==> config.mk <==
export PLATFORM = sky130hd
export DESIGN_NAME = demux_1xn_stream
export DESIGN_NICKNAME = d
export VERILOG_FILES = /design/src/rtl/demux_pkg.sv /design/src/rtl/demux_out_slot.sv /design/src/rtl/demux_1xn_stream.sv
export SDC_FILE = /design/constraint.sdc
export NUM_CORES = 1
export LEC_CHECK = 0
export CORE_AREA = 2 2 77 42
export CTS_CLUSTER_DIAMETER = 50
export DETAILED_ROUTE_END_ITERATION = 8
export DIE_AREA = 0 0 79 44
export PLACE_DENSITY = 0.67
export SLEW_MARGIN = 30
export SYNTH_ARGS = -nofsm -noshare
export SYNTH_HDL_FRONTEND = slang
export SYNTH_SLANG_ARGS = --single-unit
==> constraint.sdc <==
create_clock -name clk -period 1.4 [get_ports clk]
set_input_delay 0.28 -clock clk [delete_from_list [all_inputs] [get_ports clk]]
set_output_delay 0.28 -clock clk [all_outputs]
set_load 0.03 [all_outputs]
==> src/rtl/demux_pkg.sv <==
// Shared constants for the 1-to-N stream demultiplexer.
package demux_pkg;

   localparam int DROP_CNT_W   = 8;
   localparam int DROP_CNT_MAX = 255;
   localparam int DEMUX_N_DEF  = 8;
   localparam int DEMUX_W_DEF  = 1;

endpackage

==> src/rtl/demux_out_slot.sv <==
// One-entry output holding register: W-bit word plus a full flag.
// A load always wins over a drain, so a slot that is emptied and refilled
// on the same edge stays full and takes the new word.
module demux_out_slot
   import demux_pkg::*;
#(
   parameter int W = DEMUX_W_DEF
) (
   input  logic         clk,
   input  logic         rst_n,
   input  logic         load_i,
   input  logic         drain_i,
   input  logic [W-1:0] data_i,
   output logic         full_o,
   output logic [W-1:0] data_o
);

   logic         full_q, full_d;
   logic [W-1:0] data_q, data_d;

   // Next-state: load takes priority, otherwise a drained full slot empties.
   always_comb begin
      full_d = full_q;
      data_d = data_q;
      if (load_i) begin
         full_d = 1'b1;
         data_d = data_i;
      end else if (drain_i && full_q) begin
         full_d = 1'b0;
      end
   end

   // Slot state register; reset discards any held word.
   always_ff @(posedge clk or negedge rst_n) begin
      if (!rst_n) begin
         full_q <= 1'b0;
         data_q <= '0;
      end else begin
         full_q <= full_d;
         data_q <= data_d;
      end
   end

   assign full_o = full_q;
   assign data_o = data_q;

endmodule

==> src/rtl/demux_1xn_stream.sv <==
// 1-to-N valid/ready stream demultiplexer with a one-word register per
// output channel and a saturating counter of words dropped because their
// select pointed past the last channel.
// Optional feature: define DEMUX_BCAST_EN to add the in_bcast input, which
// writes one word into every channel at once.
module demux_1xn_stream
   import demux_pkg::*;
#(
   parameter  int N  = DEMUX_N_DEF,
   parameter  int W  = DEMUX_W_DEF,
   localparam int SW = $clog2(N)
) (
   input  logic                  clk,
   input  logic                  rst_n,
   input  logic                  in_valid,
   output logic                  in_ready,
   input  logic [W-1:0]          in_data,
   input  logic [SW-1:0]         in_sel,
`ifdef DEMUX_BCAST_EN
   input  logic                  in_bcast,
`endif
   output logic [N-1:0]          out_valid,
   input  logic [N-1:0]          out_ready,
   output logic [N*W-1:0]        out_data,
   output logic [DROP_CNT_W-1:0] drop_cnt
);

   // Select values span a power of two; entries at or above N are out of range.
   localparam int SEL_SPAN = 1 << SW;

   logic [N-1:0]            full;
   logic [N-1:0]            slot_ok;
   logic [N-1:0]            load;
   logic [SEL_SPAN-1:0]     ok_pad;
   logic [SEL_SPAN-1:0]     range_pad;
   logic                    bcast;
   logic                    sel_in_range;
   logic                    xfer;
   logic                    drop;
   logic [DROP_CNT_W-1:0]   drop_cnt_q, drop_cnt_d;

   function automatic logic [DROP_CNT_W-1:0] sat_inc(input logic [DROP_CNT_W-1:0] v);
      return (v == DROP_CNT_W'(DROP_CNT_MAX)) ? v : v + 1'b1;
   endfunction

`ifdef DEMUX_BCAST_EN
   assign bcast = in_bcast;
`else
   assign bcast = 1'b0;
`endif

   // A channel can take a word if it is empty or is being drained this cycle.
   assign slot_ok = ~full | out_ready;

   // Widen per-channel readiness to the full select span; out-of-range
   // selects are always ready because their words are simply discarded.
   always_comb begin
      ok_pad    = '1;
      range_pad = '0;
      for (int k = 0; k < N; k++) begin
         ok_pad[k]    = slot_ok[k];
         range_pad[k] = 1'b1;
      end
   end

   assign sel_in_range = range_pad[in_sel];
   assign in_ready     = bcast ? &slot_ok : ok_pad[in_sel];
   assign xfer         = in_valid && in_ready;
   assign drop         = xfer && !bcast && !sel_in_range;

   // Steer the accepted word to the selected channel, or to all on broadcast.
   always_comb begin
      load = '0;
      for (int k = 0; k < N; k++) begin
         load[k] = xfer && (bcast || (sel_in_range && (in_sel == SW'(k))));
      end
   end

   // Drop counter next-state, saturating at its maximum.
   always_comb begin
      drop_cnt_d = drop_cnt_q;
      if (drop) begin
         drop_cnt_d = sat_inc(drop_cnt_q);
      end
   end

   // Drop counter register.
   always_ff @(posedge clk or negedge rst_n) begin
      if (!rst_n) begin
         drop_cnt_q <= '0;
      end else begin
         drop_cnt_q <= drop_cnt_d;
      end
   end

   assign drop_cnt = drop_cnt_q;

   for (genvar k = 0; k < N; k++) begin : g_slot
      demux_out_slot #(
         .W (W)
      ) u_slot (
         .clk     (clk),
         .rst_n   (rst_n),
         .load_i  (load[k]),
         .drain_i (out_ready[k]),
         .data_i  (in_data),
         .full_o  (full[k]),
         .data_o  (out_data[k*W +: W])
      );
   end

   assign out_valid = full;

endmodule

### Word-level counts from Yosys, hierarchy flattened

Memory sizes are Yosys's and may differ from the RTL's.
Index checks and enable logic that the tools add are counted.

| storage, ports and cells | value |
|---|---|
| register bits after elaboration | 24 |
| bits in read-only memories | 8 |
| bits of input ports | 15 |
| output and inout port bits | 25 |
| logic and storage cells | 87 |
| memories kept | 1 |

| cells by class | value |
|---|---|
| add/subtract/negate cells | 1 |
| $lt $le $gt $ge | 1 |
| eq/ne operators | 8 |
| multiplexer cells | 19 |
| bitwise gates (word level) | 3 |
| reduce and logical (&&, ||, !) cells | 37 |

Memories:

| name | depth | bits a word | rd ports | clocked after memory_dff | write ports | RTL line | source |
|---|---|---|---|---|---|---|---|
| (no name shown) | 8 | 1 | 1 | 0 | 0 | demux_1xn_stream.sv:66 | `assign sel_in_range = range_pad[in_sel];` |

Operators by type and width:

| kind | number |
|---|---|
| logical AND 1 bit | 26 |
| 2-to-1 mux 1 bit | 18 |
| nonzero test 2 bit | 8 |
| == test 3 bit (second input constant) | 4 |
| adder 8 x 1 -> 8 bit (second input constant) | 1 |
| == test 8 bit (second input constant) | 1 |
| NOT 8 bit | 1 |
| OR 8 bit | 1 |
| == test 3 x 2 -> 1 bit (second input constant) | 2 |
| < comparator 3 x 4 -> 1 bit (second input constant) | 1 |
| binary-select mux 1 bit (select 3 bit) | 1 |
| == test 3 x 1 -> 1 bit (second input constant) | 1 |
| zero test 3 bit | 1 |
| AND reduction 2 bit | 1 |
| zero test 1 bit | 1 |
| NOT 1 bit | 1 |

### Longest topological paths before layout

| depth | value |
|---|---|
| depth after elaboration | 7 |
| mapped depth | 3 |

### By module

Synthesis repeated with hierarchy kept, for this count alone.

| unflattened totals | value |
|---|---|
| cell total of the unflattened synthesis | 77 |
| area, all modules | 889.6 um^2 |

Modules (own cells, without submodules):

| module | times used | cells each | area each (um^2) | seq. area each (um^2) |
|---|---|---|---|---|
| demux_out_slot | 8 | 5 | 77.6 | 50.0 |
| demux_1xn_stream | 1 | 37 | 269.0 | 0.0 |

### Least setup slack after synthesis

No wires, ideal clock.

| path | value |
|---|---|
| kind | reg-to-output |
| start | register g_slot[0].u_slot.full_q |
| end | output in_ready |
| arrival time | 1380 ps |
| required time | 1120 ps |
| setup slack | -260 ps |
| stages on the path, launching flop included | 4 |
| path buffers | 0 |
| cell sequence | dfrtp_1 or3b_2 a21oi_1 o32ai_1 |

| between the ends | value |
|---|---|
| longest elaborated chain between the ends | 4 |

RTL lines:

| what | RTL line | source |
|---|---|---|
| start, declared | demux_out_slot.sv:18 | `logic full_q, full_d;` |
| start signal, assigned | demux_out_slot.sv:39 | `full_q <= full_d;` |
| NOT 8 bit | demux_1xn_stream.sv:53 | `assign slot_ok = ~full \| out_ready;` |
| OR 8 bit | demux_1xn_stream.sv:53 |  |
| binary-select mux 1 bit (select 3 bit) | demux_1xn_stream.sv:67 | `assign in_ready = bcast ? &slot_ok : ok_pad[in_sel];` |
| 2-to-1 mux 1 bit (not written as such) | demux_1xn_stream.sv:67 |  |
| end, declared | demux_1xn_stream.sv:16 | `output logic in_ready,` |

No other way between the ends. The select of a mux whose other input is x is not followed.

### Final worst setup path

Ends and elaborated chain as after synthesis.

==> results.cfg <==
[power_and_ir_drop]
power_frac_comb = 0.332
power.total_mw = 1.44
p_switching_mw = 0.462
swShare = 0.321
ir_drop_uv = 424
p_per_area_nw_per_um2 = 1040
power_leakage_nw = 0.640
pwr-share-clk = 0.276
p_seq_frac = 0.392
intPower_mw = 0.975

[logic_synthesis]
synth_warnings = 0
synth_edf_count = 0
yosys.cell_count.top_type = buf_4
yosysTopAreaCellShare = 0.420
ys_types = 24
synth_area_um2 = 953
synth_seq_cells = 16
synth.area.top_cells = dfrtp_1, buf_4, mux2_2
yosysTopAreaCell = dfrtp_1
ys.flop_type = dfrtp_1
synth_cells = 88
synthArstFlopShare = 1.00
syn_area_per_cell_um2 = 10.8
synth_common_cells = buf_4, dfrtp_1, mux2_2, nand2b_1
seq_area_frac_synth = 0.420

[timing]
hold_viol = 0
rsz0062_at_grt = true
layout_setup_ws_ns = -0.287
skew_ns = 0.00116
period_share = 1.21
finalSetupViolations = 4
finalCriticalPeriod_ns = 1.69
fmax_mhz = 593
finalMaxSlewViolations = 0

[floorplanning]
die_h_um = 44
die_w_um = 79
core_um2 = 2840
start_util = 0.336
num_rows = 14
pin_count = 40
dieArea_um2 = 3480

[global_route]
grt_max_degree = 17
grt_pass1_vias = 739
use_met2 = 0.195
antenna_found_initial = 0
grt-ovfl-total = 0
grt_pass1_wl_um = 3510
grt.met1_usage = 0.193
track_usage = 0.136
top_usage_layer = met2
grt_util_met3 = 0.0396

[clock_tree]
clock-root-buffer = clkbuf_8
hold_buffers = 0
tritoncts = built
post_cts_buffers = 0
cts.htree.levels = 1
clk_latency_ns = 0.24
path_clk_slew_ns = 0.06
numCtsBuffers = 3
clock-sinks = 16
cts_buffer_depth = 2

[critical_path]
cp.required_ns = 1.12
crit_type = flip-flop to output port
max_stage_delay_ns = 0.38
arrival_ns = 1.41
crit_fanout = 2
ff2ff_setup_slack_ns = 0.05
cp_slowest_cell = or3b_4
cp-start-kind = flip-flop
cp.buffers_inverters = 1
path_delay_family = simple AND/OR/NAND/NOR gates
crit_chain = or3b_4 -> a21oi_2 -> o32ai_2 -> buf_4
cp-end-kind = output port

[route]
firstDrtPassIters = 3
first_iter_violations = 6
vias_per_cell = 4.21
wl_per_cell_um = 12.6
num_vias = 690
wirelength_um = 2060
route.detailed.drc = 0
ant_nets = 0

[cells_and_area]
drive_gt1_frac = 0.452
final_area_um2 = 1380
antenna_cells = 0
final_util = 0.487
final_nets = 140
fillers = 268
area_delta_synth_final_pct = 45.0

[placement]
portBuffers = 31
pre_cts_ws_ns = -1.04
placed_area_um2 = 1300
place.gp.congestion = 0.874
dp_hpwl_um = 1610

[worst_hold_path]
hold_class = primary input to async pin

[outcome]
violations = negative setup slack
outcome = finished, violations left

[job]
maxCapViolations = 0
[worst register-to-register path, delay by kind of cell, from the launching register on]
kind | cells | cell delay [ns]
buffers and inverters | 1 | 0.14
muxes | 1 | 0.34
and+or+nand+nor | 2 | 0.37
DFF | 1 | 0.39
[through the flow]
stage	cells	setup TNS [ns]	hold WS [ns]
floorplan	95	0	-0.0156
global placement	160	-5.71	0.492
detailed placement	160	-6.15	0.505
CTS	164	-0.438	0.349
global route	164	-0.638	0.381
finish	164	-0.419	0.343
[placed cells by master (no fill, tap or decap), types with 2 or more instances in the layout]
cell and instances:
clkbuf_8 4, o21ai_0 4, nor3b_2 2, buf_4 19
nand2b_1 5, nor3_4 2, dlygate4sd2_1 13, nand3b_1 2
nand2b_4 2, nor2b_1 4, dfrtp_1 16, conb_1 8
o21bai_1 2, clkbuf_2 5, mux2_2 7, nor3b_4 2
clkdlybuf4s50_1 8, or2_2 2
[path summary, 6_finish.rpt]
kind	from	to	cells past startpoint
max	g_slot[0].u_slot.full_o$_DFFE_PN0P_	in_ready	4
min reg2reg	g_slot[2].u_slot.data_o$_DFFE_PN0P_	g_slot[2].u_slot.data_o$_DFFE_PN0P_	1
min in group clk	out_ready[1]	g_slot[1].u_slot.full_o$_DFFE_PN0P_	3
min	rst_n	g_slot[3].u_slot.full_o$_DFFE_PN0P_	2
max reg2reg	g_slot[0].u_slot.full_o$_DFFE_PN0P_	g_slot[0].u_slot.data_o$_DFFE_PN0P_	4
max in group asynchronous	rst_n	g_slot[7].u_slot.full_o$_DFFE_PN0P_	2
[final cells by class]
cell class	instances	area, µm²	area share
Multi-Input combinational cell	55	477	0.345
Sequential cell	16	400	0.290
Timing Repair Buffer	49	400	0.290
Clock buffer	4	55.1	0.0398
Tap cell	40	50.0	0.0362
[metal layers]
metal,vias up,routed length [µm]
met5,-,0
met4,0,29
met3,4,136
met2,21,866
met1,324,1030
li1,341,-
[flip-flops by register name (all words and copies together), names as in the netlist]
name                  count
g_slot.u_slot.data_o      8
g_slot.u_slot.full_o      8
[power groups by stage]
stage	registers [mW]	clock network [mW]	logic [mW]
after floorplan	0.561	0	0.382
after global placement	0.570	0	0.509
after detailed placement	0.574	0	0.513
after CTS	0.565	0.408	0.482
after global routing	0.572	0.430	0.509
final	0.563	0.397	0.477
[timing repair]
action	4_1_cts	5_1_grt
pin swaps	5	2
setup endpoints to repair	26	13
resized for setup	49	11
[kinds of logic (layout without fill, tap and decap cells)]
family          Yosys count  in the layout  synth area share
compound gates           11             11            0.0748
mux                       8              8            0.0945
flops                    16             16             0.420
other cells               1              8           0.00393
simple gates             28             28             0.218
buf+inv                  24             53             0.189
No activity file was read; power rests on OpenSTA's default activity.
